===== src/rtl/vga_timing_if.sv =====
// Pixel-side bus of vga_timing: renderer colour in, coordinates, blanked colour,
// syncs and frame pacing out.
interface vga_timing_if;
  logic        r_in;
  logic        g_in;
  logic        b_in;
  logic [9:0]  x;
  logic [9:0]  y;
  logic        active;
  logic        pix_tick;
  logic        r;
  logic        g;
  logic        b;
  logic        hsync;
  logic        vsync;
  logic        frame_start;
  logic [15:0] frame_cnt;

  modport master (
    input  r_in, g_in, b_in,
    output x, y, active, pix_tick, r, g, b, hsync, vsync, frame_start, frame_cnt
  );

  modport slave (
    output r_in, g_in, b_in,
    input  x, y, active, pix_tick, r, g, b, hsync, vsync, frame_start, frame_cnt
  );
endinterface


===== src/rtl/vga_timing.sv =====
// VGA pixel-timing generator with registered, blanked colour and aligned syncs.
// Optional feature macro: VGA_PIX_DIV_EN (pixel enable = clk divided by 2).

// Elaboration-time guard: both totals must fit the 10-bit counters.
module vga_timing_chk #(
  parameter int H_TOTAL = 800,
  parameter int V_TOTAL = 525
);
  if ((H_TOTAL > 1024) || (V_TOTAL > 1024)) begin : g_oversize
    $error("vga_timing: H_TOTAL/V_TOTAL exceed 10-bit counter range");
  end
endmodule

module vga_timing #(
  parameter int   H_ACTIVE = 640,
  parameter int   H_FP     = 16,
  parameter int   H_SYNC   = 96,
  parameter int   H_BP     = 48,
  parameter int   V_ACTIVE = 480,
  parameter int   V_FP     = 10,
  parameter int   V_SYNC   = 2,
  parameter int   V_BP     = 33,
  parameter logic SYNC_POL = 1'b0
) (
  input  logic         clk,
  input  logic         rst_n,
  vga_timing_if.master bus
);
  localparam int H_TOTAL = H_ACTIVE + H_FP + H_SYNC + H_BP;
  localparam int V_TOTAL = V_ACTIVE + V_FP + V_SYNC + V_BP;

  localparam logic [9:0] H_LAST = 10'(H_TOTAL - 1);
  localparam logic [9:0] V_LAST = 10'(V_TOTAL - 1);
  localparam logic [9:0] H_ACT  = 10'(H_ACTIVE);
  localparam logic [9:0] V_ACT  = 10'(V_ACTIVE);
  localparam logic [9:0] H_SS   = 10'(H_ACTIVE + H_FP);
  localparam logic [9:0] H_SE   = 10'(H_ACTIVE + H_FP + H_SYNC - 1);
  localparam logic [9:0] V_SS   = 10'(V_ACTIVE + V_FP);
  localparam logic [9:0] V_SE   = 10'(V_ACTIVE + V_FP + V_SYNC - 1);

  vga_timing_chk #(.H_TOTAL(H_TOTAL), .V_TOTAL(V_TOTAL)) u_chk ();

  logic        tick_s;
  logic        h_wrap_s;
  logic [9:0]  h_nxt_s;
  logic [9:0]  v_nxt_s;
  logic [9:0]  h_r;
  logic [9:0]  v_r;
  logic [9:0]  x_r;
  logic [9:0]  y_r;
  logic        active_r;
  logic        fs_r;
  logic [15:0] frame_cnt_r;
  logic        r_r;
  logic        g_r;
  logic        b_r;
  logic        hsync_r;
  logic        vsync_r;

`ifdef VGA_PIX_DIV_EN
  logic div_r;

  // Toggle flop: low on the first edge after reset, ticks on the second.
  always_ff @(posedge clk) begin
    if (!rst_n) begin
      div_r <= 1'b0;
    end else begin
      div_r <= ~div_r;
    end
  end

  assign tick_s = div_r;
`else
  assign tick_s = 1'b1;
`endif

  // Next raster position; v steps only when h wraps.
  always_comb begin
    h_wrap_s = (h_r == H_LAST);
    h_nxt_s  = h_r + 10'd1;
    v_nxt_s  = v_r;
    if (h_wrap_s) begin
      h_nxt_s = 10'd0;
      if (v_r == V_LAST) begin
        v_nxt_s = 10'd0;
      end else begin
        v_nxt_s = v_r + 10'd1;
      end
    end else begin
      h_nxt_s = h_r + 10'd1;
    end
  end

  // Raster counters.
  always_ff @(posedge clk) begin
    if (!rst_n) begin
      h_r <= 10'd0;
      v_r <= 10'd0;
    end else if (tick_s) begin
      h_r <= h_nxt_s;
      v_r <= v_nxt_s;
    end else begin
      h_r <= h_r;
      v_r <= v_r;
    end
  end

  // Stage 0: present coordinates; frame_start is dropped on any non-tick edge.
  always_ff @(posedge clk) begin
    if (!rst_n) begin
      x_r         <= 10'd0;
      y_r         <= 10'd0;
      active_r    <= 1'b0;
      fs_r        <= 1'b0;
      frame_cnt_r <= 16'd0;
    end else if (tick_s) begin
      x_r      <= h_r;
      y_r      <= v_r;
      active_r <= (h_r < H_ACT) && (v_r < V_ACT);
      fs_r     <= (h_r == 10'd0) && (v_r == 10'd0);
      if (h_wrap_s && (v_r == V_LAST)) begin
        frame_cnt_r <= frame_cnt_r + 16'd1;
      end else begin
        frame_cnt_r <= frame_cnt_r;
      end
    end else begin
      fs_r <= 1'b0;
    end
  end

  // Stage 1: blanked colour and syncs, all derived from the same stage-0 pixel.
  always_ff @(posedge clk) begin
    if (!rst_n) begin
      r_r     <= 1'b0;
      g_r     <= 1'b0;
      b_r     <= 1'b0;
      hsync_r <= ~SYNC_POL;
      vsync_r <= ~SYNC_POL;
    end else if (tick_s) begin
      r_r     <= bus.r_in & active_r;
      g_r     <= bus.g_in & active_r;
      b_r     <= bus.b_in & active_r;
      hsync_r <= ((x_r >= H_SS) && (x_r <= H_SE)) ? SYNC_POL : ~SYNC_POL;
      vsync_r <= ((y_r >= V_SS) && (y_r <= V_SE)) ? SYNC_POL : ~SYNC_POL;
    end else begin
      r_r     <= r_r;
      g_r     <= g_r;
      b_r     <= b_r;
      hsync_r <= hsync_r;
      vsync_r <= vsync_r;
    end
  end

  assign bus.pix_tick    = tick_s;
  assign bus.x           = x_r;
  assign bus.y           = y_r;
  assign bus.active      = active_r;
  assign bus.frame_start = fs_r;
  assign bus.frame_cnt   = frame_cnt_r;
  assign bus.r           = r_r;
  assign bus.g           = g_r;
  assign bus.b           = b_r;
  assign bus.hsync       = hsync_r;
  assign bus.vsync       = vsync_r;
endmodule

===== src/flat_wrapper.sv =====
// flat-port wrapper written by rule: the top's interface ports become plain ports
module vga_timing_flat 
#(
  parameter int   H_ACTIVE = 640,
  parameter int   H_FP     = 16,
  parameter int   H_SYNC   = 96,
  parameter int   H_BP     = 48,
  parameter int   V_ACTIVE = 480,
  parameter int   V_FP     = 10,
  parameter int   V_SYNC   = 2,
  parameter int   V_BP     = 33,
  parameter logic SYNC_POL = 1'b0
)
  (clk, rst_n, bus_r_in, bus_g_in, bus_b_in, bus_x, bus_y, bus_active, bus_pix_tick, bus_r, bus_g, bus_b, bus_hsync, bus_vsync, bus_frame_start, bus_frame_cnt);
  vga_timing_if bus_i ();
  input  logic clk;
  input  logic rst_n;
  input wire logic [$bits(bus_i.r_in)-1:0] bus_r_in;
  input wire logic [$bits(bus_i.g_in)-1:0] bus_g_in;
  input wire logic [$bits(bus_i.b_in)-1:0] bus_b_in;
  output wire logic [$bits(bus_i.x)-1:0] bus_x;
  output wire logic [$bits(bus_i.y)-1:0] bus_y;
  output wire logic [$bits(bus_i.active)-1:0] bus_active;
  output wire logic [$bits(bus_i.pix_tick)-1:0] bus_pix_tick;
  output wire logic [$bits(bus_i.r)-1:0] bus_r;
  output wire logic [$bits(bus_i.g)-1:0] bus_g;
  output wire logic [$bits(bus_i.b)-1:0] bus_b;
  output wire logic [$bits(bus_i.hsync)-1:0] bus_hsync;
  output wire logic [$bits(bus_i.vsync)-1:0] bus_vsync;
  output wire logic [$bits(bus_i.frame_start)-1:0] bus_frame_start;
  output wire logic [$bits(bus_i.frame_cnt)-1:0] bus_frame_cnt;
  assign bus_i.r_in = bus_r_in;
  assign bus_i.g_in = bus_g_in;
  assign bus_i.b_in = bus_b_in;
  assign bus_x = bus_i.x;
  assign bus_y = bus_i.y;
  assign bus_active = bus_i.active;
  assign bus_pix_tick = bus_i.pix_tick;
  assign bus_r = bus_i.r;
  assign bus_g = bus_i.g;
  assign bus_b = bus_i.b;
  assign bus_hsync = bus_i.hsync;
  assign bus_vsync = bus_i.vsync;
  assign bus_frame_start = bus_i.frame_start;
  assign bus_frame_cnt = bus_i.frame_cnt;
  vga_timing #(.H_ACTIVE(H_ACTIVE), .H_FP(H_FP), .H_SYNC(H_SYNC), .H_BP(H_BP), .V_ACTIVE(V_ACTIVE), .V_FP(V_FP), .V_SYNC(V_SYNC), .V_BP(V_BP), .SYNC_POL(SYNC_POL)) u_core (.clk(clk), .rst_n(rst_n), .bus(bus_i));
endmodule

===== config.mk =====
export PLATFORM = sky130hd
export DESIGN_NAME = vga_timing_flat
export DESIGN_NICKNAME = d
export VERILOG_FILES = /design/src/rtl/vga_timing_if.sv /design/src/rtl/vga_timing.sv /design/src/flat_wrapper.sv
export SDC_FILE = /design/constraint.sdc
export NUM_CORES = 1
export LEC_CHECK = 0
export BUFFER_PORTS_ARGS = -buffer_cell sky130_fd_sc_hd__buf_2
export CORE_UTILIZATION = 50
export CTS_CLUSTER_DIAMETER = 150
export CTS_CLUSTER_SIZE = 12
export DETAILED_ROUTE_END_ITERATION = 6
export PLACE_DENSITY_LB_ADDON = 0.3
export SLEW_MARGIN = 20
export SYNTH_ARGS = -nofsm -noshare
export SYNTH_HDL_FRONTEND = slang
export SYNTH_SLANG_ARGS = --single-unit
export TNS_END_PERCENT = 1

===== constraint.sdc =====
create_clock -name clk -period 2.59 [get_ports clk]
set_clock_uncertainty 0.05 [all_clocks]
set_input_delay 0.3885 -clock clk [delete_from_list [all_inputs] [get_ports clk]]
set_output_delay 0.3885 -clock clk [all_outputs]
set_load 0.005 [all_outputs]

==> out/qor.yml, run 1 <==
worst_setup_path:
  cp-end-kind: "flop"
  cp.arrival_ns: 2.53
  crit_start: "u_core.h_r[0]"
  crit_path_max_fanout: 15
  path_class: "reg -> reg"
  r2r-start: "u_core.h_r[0]"
  crit_required_ns: 2.81
  critPathLaunchType: "flop"
flow_run:
  maxCapViolCount: 0
synthesis:
  synth_top_area_share: 0.4816
  async_reset_ff_frac: 0
  ys_seq_area_frac: 0.4816
  yosysUniqueCellTypes: 38
  ys.flop_type: "dfxtp_1"
  synth_edf_count: 0
  synth_area_leaders: "dfxtp_1 48%, or4_1 4.9%, o31ai_1 4.6%, a21oi_1 4.4%, and2_1 3.3%"
  synth_fp_nets: 296
  syn_avg_cell_area_um2: 9.157
  synth_warnings: 0
  netlist_area_um2: 2619
  synthCells: 286
  synth_top_cell_by_area: "dfxtp_1"
  ys_ff_latch: 63
outcome:
  status: "finished, final reports clean"
placement:
  post-dp-hpwl_um: 3912
  port_buffers: 47
  place_inst: 385
  gp_congestion: 0.8767
  placed_cell_area_um2: 2864
finish:
  final_util: 0.6274
  diodes: 0
  drive_gt1_frac: 0.2066
  area_growth_pct: 16.91
  final_cell_area_um2: 3062
  final_nets: 339
  stdcell_count: 401
  fillers: 445
sta:
  finalSetupTns_ns: 0
  post-route-period-util: 0.8918
  report.final.slew_viol_count: 0
  rsz0062_at_grt: "false"
  hold_viol: 0
  min_period_ns: 2.310
  final-setup-viol-count: 0
  max_freq_mhz: 432.9
floorplan:
  fp.dieW_um: 74.37
  fp-row-count: 25
  io_pins: 49
  die_h_um: 74.37
  initial_core_util: 0.5367
  die_area_um2: 5531
  fp.coreArea_um2: 4880
global_route:
  grt_pass1_wl_um: 9225
  met2_usage: 0.3363
  grt_max_degree: 29
  grt_busiest_layer: "met2"
  gr-usage-met1: 0.2827
  grt_pass1_vias: 1993
  antenna_found_initial: 0
  grt-ovfl-total: 0
  track_usage: 0.2237
  use_met3: 0.06640
pwr:
  peakVddDrop_mv: 0.3769
  powerDensity_nw_per_um2: 609.8
  leakage_nw: 1.215
min_path:
  hp-start: "bus_b_in"
  hp-class: "in -> reg"
cts:
  clkTransAtPathRegs_ns: 0.07
  post_cts_resized: 0
  post_cts_buffers: 0
  root_buffer: "clkbuf_8"
  htreeDepth: 3
  postCtsHoldBufs: 0
  clockBufferDepth: 2
  insertion_delay_ns: 0.33
  cts_tree: "done"
  cts-buffers-inserted: 9
  cts_sinks: 63
routing:
  detailroute.via_count: 2241
  drc: 0
  dr.pass1.iters: 4
  drt-total-wl_um: 5626
  wl_per_cell_um: 14.03
  viasPerCell: 5.589
  ant_nets: 0
  dr.first_iter.drc_count: 111
power by group:
part	internal (mW)	total, mW	switching [mW]
sequential	0.979	0.986	0.00722
clock	0.445	0.835	0.390
combinational	0.0171	0.0462	0.0291
total	1.44	1.87	0.426
kinds of logic after synthesis:
group / after synthesis / synth area share
other: 1 / 0.001432
flip-flops: 63 / 0.4816
buffers and inverters: 30 / 0.05398
XOR/XNOR: 10 / 0.03344
AND/OR/NAND/NOR: 128 / 0.2938
AO/OA/AOI/OAI: 49 / 0.1118
adder cells (fa/ha/maj): 5 / 0.02389
placed cells by master (no fill, tap or decap), types with 2 or more instances in the layout:
| cell type | n |
|---|---|
| o21ai_0 | 6 |
| nand4_1 | 12 |
| nor3_1 | 4 |
| nand3_1 | 15 |
| ha_1 | 5 |
| and4_1 | 4 |
| clkbuf_8 | 9 |
| xnor2_1 | 5 |
| nor2_1 | 20 |
| nor4_1 | 3 |
| xor2_1 | 5 |
| inv_1 | 12 |
| and3_1 | 11 |
| o31ai_1 | 16 |
| nand2_1 | 15 |
| a21oi_1 | 23 |
| or3_1 | 5 |
| buf_2 | 47 |
| clkinv_2 | 2 |
| clkinv_4 | 3 |
| dfxtp_1 | 63 |
| and2_1 | 14 |
| buf_4 | 3 |
| or4_1 | 17 |
state kept, by name, summed over array words and instances (netlist names), 10 cells and up:
signal / flops
u_core.bus.x: 10
u_core.h_r: 10
u_core.v_r: 10
u_core.bus.y: 10
u_core.bus.frame_cnt: 16
critical path: stages (launching register included):
cell	delay, ns
dfxtp_1	0.39
ha_1	0.22
and4_1	0.41
nand3_1	0.42
or4_1	0.60
a21oi_1	0.15
path summary, 6_finish.rpt:
kind,endpoint,slack [ns],cells past startpoint
worst min-delay path,u_core.bus.b,0.24,2
worst min register to register,u_core.bus.vsync,0.34,1
worst max-delay path,u_core.v_r[5],0.28,5
worst max register to register,u_core.v_r[5],0.28,5
cells in the mapped netlist, types with 2 or more instances:
cell      number
or3_1          5
nor3_1         4
or4_1         17
o21ai_0        6
o31ai_1       16
a21oi_1       23
clkbuf_1       8
xor2_1         5
nor2_1        20
nand2_1       15
inv_1         12
nor4_1         3
buf_6          2
xnor2_1        5
buf_1          3
and4_1         4
buf_4          3
and3_1        11
and2_1        14
nand4_1       12
dfxtp_1       63
nand3_1       15
ha_1           5
layout make-up:
class                   count  area, um2  share of cell area
clock buffers               9      123.9             0.04046
clock inverters             7      73.82             0.02411
inverters                  12      45.04             0.01471
multi-input cells         193       1216              0.3972
flip-flops and latches     63       1261              0.4119
well taps                  67      83.83             0.02738
repair buffers             50      257.7             0.08418
layer usage:
layer  vias to the layer above  part of all wire
li1                       1126                 -
met1                      1053              0.46
met2                        51              0.47
met3                        11             0.046
met4                         0             0.023
met5                         -                 0
stage by stage:
stage | hold WS (ns) | power (mW) | setup slack, ns
2_1_floorplan | 0.3366 | 1.035 | 0.6956
3_3_place_gp | 0.3319 | 1.053 | 0.3866
3_5_place_dp | 0.3354 | 1.054 | 0.3189
4_1_cts | 0.2278 | 1.883 | 0.2828
5_1_grt | 0.2200 | 1.940 | 0.1039
6_report | 0.2394 | 1.867 | 0.2802
No activity file was read; power rests on OpenSTA's default activity.
==> run 2: changes to the inputs <==
--- a/config.mk
+++ b/config.mk
@@ -11,8 +11,10 @@
 export CTS_CLUSTER_SIZE = 12
 export DETAILED_ROUTE_END_ITERATION = 6
 export PLACE_DENSITY_LB_ADDON = 0.3
+export REMOVE_ABC_BUFFERS = 1
 export SLEW_MARGIN = 20
 export SYNTH_ARGS = -nofsm -noshare
 export SYNTH_HDL_FRONTEND = slang
+export SYNTH_HIERARCHICAL = 1
 export SYNTH_SLANG_ARGS = --single-unit
 export TNS_END_PERCENT = 1
==> out/qor.yml, run 2 <==
worst_setup_path:
  cp.arrival_ns: 2.60  # +0.07 ns
  path_class: "reg -> reg"
  crit_path_max_fanout: 6  # -9
  crit_chain: "ha_1 > nand4_1 > or4_1 > or4_4 > or3_1 > a21oi_1"
  crit_required_ns: 2.79  # -0.02 ns
  critPathLaunchType: "flop"
  cp-end-kind: "flop"
  critPathMaxStageDelay_ns: 0.56  # -0.04 ns
  crit_slowest_cell: "or4_4"
placement:
  place_inst: 375  # -2.6%
  post-dp-hpwl_um: 3051  # -22%
  placed_cell_area_um2: 2774  # -3.1%
  pre_cts_slack_ns: 0.2051  # -0.1139 ns
  port_buffers: 47  # unchanged
  gp_congestion: 0.7879  # -10%
sta:
  finalSetupTns_ns: 0  # unchanged
  rsz0062_at_grt: "false"
  relSlewSlack: 0.6597
  post-route-period-util: 0.9262  # +0.03435
  holdWs_ns: 0.2443  # +0.004937 ns
  final-setup-viol-count: 0  # unchanged
  hold_viol: 0  # unchanged
  min_period_ns: 2.399  # +0.08898 ns
  timing_worst_slew_pin_value_ns: 0.5057
  setup_ws_ns: 0.1913  # -0.08898 ns
  max_freq_mhz: 416.9  # -3.7%
  report.final.slew_viol_count: 0  # unchanged
finish:
  largest_register_ffs: 16  # unchanged
  final_util: 0.6193  # -0.008098
  drive_gt1_frac: 0.2150  # +0.008366
  final_cell_area_um2: 2925  # -4.5%
  area_growth_pct: 18.80
  final_common_cell: "dfxtp_1"
  fillers: 420  # -5.6%
  mostFrequentLayoutCells: "63 x dfxtp_1, 47 x buf_2, 33 x nor2_1"
  final_nets: 329  # -2.9%
  stdcell_count: 388  # -3.2%
  diodes: 0  # unchanged
global_route:
  grt_pass1_wl_um: 7576  # -18%
  grt-ovfl-total: 0  # unchanged
  antenna_found_initial: 0  # unchanged
  track_usage: 0.1892  # -0.03446
  grt_pass1_vias: 1758  # -12%
  grt_max_degree: 28  # -3.4%
cts:
  htreeDepth: 3  # unchanged
  clkTransAtPathRegs_ns: 0.06  # about the same
  cts_tree: "done"
  clockBufferDepth: 2  # unchanged
  post_cts_resized: 0  # unchanged
  cts-buffers-inserted: 9  # unchanged
  post_cts_buffers: 0  # unchanged
  cts_sinks: 63  # unchanged
  postCtsHoldBufs: 0  # unchanged
  insertion_delay_ns: 0.33  # about the same
  root_buffer: "clkbuf_8"
synthesis:
  synth_top_area_share: 0.5122  # +0.03059
  ys_seq_area_frac: 0.5122  # +0.03059
  ys_top_cells_by_count: "63 x dfxtp_1, 33 x nor2_1, 17 x and2_1, 17 x nand2_1"
  synth_area_leaders: "dfxtp_1 51%, xor2_1 5.3%, nor2_1 5.0%, and2_1 4.3%, nand4_1 3.8%"
  ys_ff_latch: 63  # unchanged
  synth_edf_count: 0  # unchanged
  syn_avg_cell_area_um2: 9.188  # +0.34%
  synth_warnings: 6  # +6
  async_reset_ff_frac: 0  # unchanged
  yosysUniqueCellTypes: 36  # -5.3%
  synthCells: 268  # -6.3%
  synth_top_cell_by_area: "dfxtp_1"
  synth.most_common_cell: "dfxtp_1"
  ys.flop_type: "dfxtp_1"
  netlist_area_um2: 2462  # -6.0%
pwr:
  seq_power_share: 0.579  # +0.051
  total_power_mw: 1.704  # -8.8%
  p_sw_frac: 0.2063  # -0.02187
  internal-power_mw: 1.352  # -6.2%
  clkPwrFrac: 0.393  # -0.054
  leakage_nw: 1.272  # +4.8%
  switchingPower_uw: 351.4  # -18%
  powerDensity_nw_per_um2: 582.4  # -4.5%
  peakVddDrop_mv: 0.3188  # -15%
  share_comb_of_total_power: 0.027  # +0.002
floorplan:
  fp.dieW_um: 72.18  # -3.0%
  initial_core_util: 0.5213  # -0.01534
  die_h_um: 72.18  # -3.0%
  fp-row-count: 25  # unchanged
  fp.coreArea_um2: 4723  # -3.2%
  io_pins: 49  # unchanged
  die_area_um2: 5209  # -5.8%
flow_run:
  maxCapViolCount: 0  # unchanged
min_path:
  hp-class: "in -> reg"
routing:
  wl_per_cell_um: 11.42  # -19%
  dr.pass1.iters: 4  # unchanged
  dr.first_iter.drc_count: 108  # -2.7%
  drc: 0  # unchanged
  ant_nets: 0  # unchanged
  detailroute.via_count: 1956  # -13%
  drt-total-wl_um: 4431  # -21%
  viasPerCell: 5.041  # -9.8%
outcome:
  status: "finished, final reports clean"
-- run 2: cell type report --
cell class	count	area (um2)	share of cell area
multi-input combinational	182	1115	0.3811
tap	67	83.83	0.02866
sequential	63	1261	0.4311
timing repair buffer	52	272.8	0.09324
inverter	11	41.29	0.01411
clock inverter	2	10.01	0.003422
clock buffer	11	141.4	0.04833
-- run 2: logic make-up after synthesis --
kind of cell	after synthesis	share of synthesized area
AO/OA/AOI/OAI	16	0.03709
XOR/XNOR	24	0.08537
adder cells (fa/ha/maj)	5	0.02541
buffers and inverters	23	0.03760
flip-flops	63	0.5122
multiplexers	1	0.004065
other	1	0.001523
AND/OR/NAND/NOR	135	0.2968
-- run 2: final timing paths --
kind / from / to / slack, ns / depth (start not counted)
setup / recovery: u_core/h_r[0] / u_core/bus.frame_cnt[12] / 0.19 / 6
hold / removal: bus_g_in / u_core/bus.g / 0.24 / 2
setup reg to reg: u_core/h_r[0] / u_core/bus.frame_cnt[12] / 0.19 / 6
hold reg to reg: u_core/bus.y[5] / u_core/bus.vsync / 0.35 / 1
-- run 2: metal layers --
metal | up-vias | track usage | share of wire
met3 | 9 | 0.04306 | 0.046
met4 | 0 | 0.1198 | 0.020
met1 | 889 | 0.2324 | 0.49
met2 | 51 | 0.3001 | 0.45
met5 | - | 0 | 0
li1 | 1007 | - | -
-- run 2: power groups by stage --
stage	clock, mW	combinational, mW	sequential, mW
after CTS	0.698	0.0478	0.987
after global placement	0	0.0479	1.01
final	0.670	0.0468	0.987
after global routing	0.738	0.0528	0.987
after floorplan	0	0.0225	1.01
after detailed placement	0	0.0475	1.01
-- run 2: critical path, delay by kind of cell, from the launching register on --
kind	cells	cell delay, ns
AO/OA/AOI/OAI	1	0.15
adder cells (fa/ha/maj)	1	0.25
flip-flops	1	0.39
AND/OR/NAND/NOR	4	1.48
